===== src/rtl/rf_wb_scheduler.sv =====
// rtl/rf_wb_scheduler.sv - register-file write-port arbiter between pipeline writeback and MCU results
// Holds the MCU busy scoreboard, the decode hazard stall and the MCU anti-starvation FSM.
module rf_wb_scheduler #(
  parameter int XLEN         = 32,
  parameter int NREG         = 32,
  parameter int STARVE_LIMIT = 4,
  localparam int AW          = $clog2(NREG)
) (
  input  logic            clk,
  input  logic            rst,
  input  logic            pipe_we,
  input  logic [AW-1:0]   pipe_waddr,
  input  logic [XLEN-1:0] pipe_wdata,
  input  logic            mcu_issue,
  input  logic [AW-1:0]   mcu_issue_rd,
  input  logic            mcu_valid,
  input  logic [AW-1:0]   mcu_waddr,
  input  logic [XLEN-1:0] mcu_wdata,
  output logic            mcu_ready,
  input  logic            id_valid,
  input  logic [AW-1:0]   id_raddr1,
  input  logic [AW-1:0]   id_raddr2,
  input  logic            id_we,
  input  logic [AW-1:0]   id_waddr,
  output logic            hazard_stall,
  output logic            pipe_hold,
  output logic            rf_we,
  output logic [AW-1:0]   rf_waddr,
  output logic [XLEN-1:0] rf_wdata,
  output logic [NREG-1:0] busy_mask
);

  localparam int CW = $clog2(STARVE_LIMIT + 1);

  localparam logic [1:0] S_IDLE  = 2'd0;
  localparam logic [1:0] S_WAIT  = 2'd1;
  localparam logic [1:0] S_FORCE = 2'd2;

  logic [1:0]      state_q, state_d;
  logic [CW-1:0]   wait_cnt_q, wait_cnt_d;
  logic [CW-1:0]   cnt_inc;
  logic [NREG-1:0] busy_q, busy_d;

  logic pipe_act, mcu_act, mcu_gnt, pipe_gnt, in_force;

  assign pipe_act = pipe_we & (pipe_waddr != '0);
  assign mcu_act  = mcu_valid & (mcu_waddr != '0);
  assign in_force = (state_q == S_FORCE);
  assign mcu_gnt  = mcu_valid & (!pipe_act | in_force);
  assign pipe_gnt = pipe_act & !in_force;
  assign cnt_inc  = wait_cnt_q + CW'(1);

  // An MCU result for x0 is acknowledged without touching the port.
  always_comb begin
    rf_we    = 1'b0;
    rf_waddr = '0;
    rf_wdata = '0;
    if (pipe_gnt) begin
      rf_we    = 1'b1;
      rf_waddr = pipe_waddr;
      rf_wdata = pipe_wdata;
    end else if (mcu_gnt & mcu_act) begin
      rf_we    = 1'b1;
      rf_waddr = mcu_waddr;
      rf_wdata = mcu_wdata;
    end
  end

  assign mcu_ready = mcu_gnt;
  assign pipe_hold = in_force;

  always_comb begin
    state_d    = state_q;
    wait_cnt_d = wait_cnt_q;
    case (state_q)
      S_IDLE: begin
        wait_cnt_d = '0;
        if (mcu_valid & pipe_act) begin
          wait_cnt_d = CW'(1);
          state_d    = (STARVE_LIMIT == 1) ? S_FORCE : S_WAIT;
        end
      end
      S_WAIT: begin
        if (!mcu_valid || !pipe_act) begin
          state_d    = S_IDLE;
          wait_cnt_d = '0;
        end else begin
          wait_cnt_d = cnt_inc;
          if (cnt_inc == CW'(STARVE_LIMIT)) state_d = S_FORCE;
        end
      end
      S_FORCE: begin
        state_d    = S_IDLE;
        wait_cnt_d = '0;
      end
      default: begin
        state_d    = S_IDLE;
        wait_cnt_d = '0;
      end
    endcase
  end

  // Set after clear so a same-cycle reissue of the retiring register stays busy.
  always_comb begin
    busy_d = busy_q;
    if (mcu_gnt) busy_d[mcu_waddr] = 1'b0;
    if (mcu_issue && mcu_issue_rd != '0) busy_d[mcu_issue_rd] = 1'b1;
    busy_d[0] = 1'b0;
  end

  assign busy_mask = busy_q;

  assign hazard_stall = id_valid &
                        (((id_raddr1 != '0) & busy_q[id_raddr1]) |
                         ((id_raddr2 != '0) & busy_q[id_raddr2]) |
                         (id_we & (id_waddr != '0) & busy_q[id_waddr]));

  always_ff @(posedge clk or posedge rst) begin
    if (rst) begin
      state_q    <= S_IDLE;
      wait_cnt_q <= '0;
      busy_q     <= '0;
    end else begin
      state_q    <= state_d;
      wait_cnt_q <= wait_cnt_d;
      busy_q     <= busy_d;
    end
  end

endmodule


===== config.mk =====
export PLATFORM = sky130hd
export DESIGN_NAME = rf_wb_scheduler
export DESIGN_NICKNAME = d
export VERILOG_FILES = /design/src/rtl/rf_wb_scheduler.sv
export SDC_FILE = /design/constraint.sdc
export NUM_CORES = 1
export LEC_CHECK = 0
export ABC_AREA = 0
export CAP_MARGIN = 30
export CORE_ASPECT_RATIO = 0.6
export CORE_UTILIZATION = 38
export DETAILED_ROUTE_END_ITERATION = 7
export PLACE_DENSITY = 0.79
export SLEW_MARGIN = 5
export SYNTH_ARGS = -nofsm -noshare
export SYNTH_HDL_FRONTEND = slang
export SYNTH_SLANG_ARGS = --single-unit

===== constraint.sdc =====
create_clock -name clk -period 2.95 [get_ports clk]
set_clock_uncertainty 0.05 [all_clocks]
set_input_delay 0.59 -clock clk [delete_from_list [all_inputs] [get_ports clk]]
set_output_delay 0.59 -clock clk [all_outputs]
set_load 0.05 [all_outputs]

==> metrics <==
status=finished with violations; failing checks=setup timing; Max Cap Violations=0; Buffers on Ports=172; Post-Syn Area=0.00288 sq mm; detailed-route via count=3948; Mapped Cells=295; WHS=0.481 ns; Crit. End Element=output pin; R2R Path Start=state_q[0]; Worst setup SP type=flip-flop; fin util=81.4%; syn_nets=398; Clock transition at path regs=0.06 ns; Worst Path Required=2.31 ns; Total GRT Usage=40.2%; Arrival @ worst endpoint=2.41 ns; Max VDD drop=0.275 mV; num rows=24; die area=0.00794 sq mm; post-DR vias/cell=6.44; area delta synth->final=106%; final count of negative-setup-slack endpoints=17; gr ovfl total=0; initial core utilization=39.5%; crit path to=hazard_stall; Setup WS post-layout=-0.102 ns; fillcell total=395; post-route ant nets=0; Worst-Skew Late Latency=0.28 ns; DP HPWL=10200 um; Max clock buf depth=2; Final Hold Fails=0; unrepaired setup endpoints after global routing=yes; sequential cell area=906 sq um; cell taking the most area after synthesis=dfrtp_1; P_leak=0.00246 uW; Worst-Margin Slew=0.582 ns; register area share after synthesis=31.3%; Worst Hold Class=reg -> reg; H-tree levels=2; Synth Area per Inst=9.76 sq um; Critical Path Max Stage Delay=0.50 ns; pre-CTS WS=-0.671 ns; area occupied by multi-input gates=0.00212 sq mm; Post-synth top flop=dfrtp_1; largest net degree at the start of global routing=37; Setup crit start=busy_mask[2]; max-slew violations=0; CTS tree=done; first-pass GRT wire length=23800 um; final cycle utilization of the critical path=103%; core box area=0.00730 sq mm; Initial DRC Count=530; vias in the first global route=4140; Power Density=525 mW/mm^2; clock sinks=36; Post-synth EDFFs=0; CP top delay family=multiplexers; top cells by area, synth=dfrtp_1 (31%), o21ai_0 (11%), a22o_1 (10%); Worst slew margin=61.1%; RR Endpoint=busy_mask[27]; Syn. warnings=0; WP depth=6; Ports=174; die height=69.4 um; maximum net fanout on the critical path=4; CTS buffer count=5; post-synth top area share=31.3%; Async SR Flop Fraction=100%; number of diodes=0; Chip Width=114 um; worst path bufs/invs=2; post-synth cell types=46; R2R depth=7; reg-to-reg setup timing slack=0.66 ns; gpl congestion=0.958; max frequency=0.328 GHz; WL/cell=25.4 um; Critical Setup Path Class=reg -> out; drt total wl=15600 um; DRC errors left=0; clock root buffer=clkbuf_16; Synth Register Bits=36; layout cell share with drive strength beyond 1=37.1%; Hold Buf Count CTS=0; crit path max-delay cell type=mux4_2; worst path cell trace=buf_4, mux4_2, nor3b_2, nor3_2, o41a_4, buf_8; antenna violations before repair=0; Pre-Repair DR Iteration Count=6; Final Net Count=612; final worst path period need=3.05 ns
-- stage by stage --
stage	area [sq um]	TNS (ns)	total power [uW]	std cells
4_1_cts	5930	-0.0498	3010	610
6_report	5940	-0.923	3120	613
3_5_place_dp	5390	-12.67	2410	590
2_1_floorplan	2940	0	1610	295
3_3_place_gp	5390	-10.98	2370	590
5_1_grt	5940	-1.30	3180	613
-- per-layer routing --
metal / vias to the layer above / routed length [um] / global-route usage, %
met2: 385 / 6860 / 62.2
met1: 1897 / 5970 / 53.4
met4: 0 / 600 / 13.9
met3: 72 / 2120 / 12.6
met5: - / 0 / 0
li1: 1594 / - / -
-- synthesized netlist by cell type, types with 3 or more instances --
cell       instances
a22o_1            34
buf_2              3
clkbuf_1          13
inv_1              7
mux2i_1            8
nand4_1            7
nand4b_1           6
a2111oi_0          4
mux4_2            10
o21ai_0           64
mux2_2             4
nor2b_1            7
mux4_1             7
dfrtp_1           36
nand2_1           18
buf_6              4
nand3b_1           5
nor3b_1            4
nand3_1           11
nor2_1            10
-- where the power goes --
part / leakage [uW] / internal [uW] / total, uW / switching (uW)
sequential: 0.000434 / 600 / 785 / 185
clock: 0.0000657 / 306 / 515 / 209
combinational: 0.00196 / 812 / 1820 / 1000
-- cells by family (layout without fill, tap and decap cells) --
group | after synthesis | after routing | synth area share (%)
fa+ha+maj | 2 | 2 | 0.869
other cells | 1 | 1 | 0.130
xor+xnor | 1 | 1 | 0.304
compound gates | 117 | 117 | 28.0
buf+inv | 29 | 243 | 5.08
simple gates | 80 | 80 | 15.8
mux | 29 | 29 | 18.5
flops | 36 | 36 | 31.3
-- flip-flops by register name, summed over array words and instances, names as in the netlist --
register and cells:
busy_mask 31, state_q 2, wait_cnt_q 3
-- cells in the final DEF (no fill, tap or decap), types with 3 or more instances in the layout --
master	count
nand3_1	11
o21ai_0	62
nand2_1	18
a22o_2	9
nand3b_1	5
clkbuf_16	5
mux4_2	14
mux2i_1	8
buf_12	43
nand4_1	7
buf_4	46
buf_6	7
a22o_4	24
clkdlybuf4s50_1	114
nor2_1	9
nand4b_1	6
buf_2	7
dfrtp_2	4
nor2b_1	7
mux4_1	3
dfrtp_1	32
nor3b_1	3
inv_1	7
dlygate4sd2_1	4
-- worst min path at each step --
stage	start	end	slack (ns)	cells after the start
finish	wait_cnt_q[0]	wait_cnt_q[0]	0.48	1
detailed placement	wait_cnt_q[0]	wait_cnt_q[0]	0.45	1
global route	wait_cnt_q[0]	wait_cnt_q[0]	0.49	1
floorplan	wait_cnt_q[0]	wait_cnt_q[0]	0.41	1
CTS	wait_cnt_q[0]	wait_cnt_q[0]	0.46	1
global placement	wait_cnt_q[0]	wait_cnt_q[0]	0.42	1
-- final cells by class --
cell class / instances / share of cell area (%)
clock inverters: 2 / 0.211
repair buffers: 229 / 44.2
inverters: 7 / 0.442
flip-flops and latches: 36 / 15.3
well taps: 104 / 2.19
clock buffers: 5 / 2.11
multi-input cells: 230 / 35.6
-- timing repair --
| item | CTS | global route |
|---|---|---|
| setup buffers | 10 | 4 |
| gates resized for setup | 108 | 10 |
| gates cloned | 3 | 0 |
| setup endpoints to repair | 39 | 35 |
| pin swaps | 18 | 7 |
No activity file was read; power rests on OpenSTA's default activity.
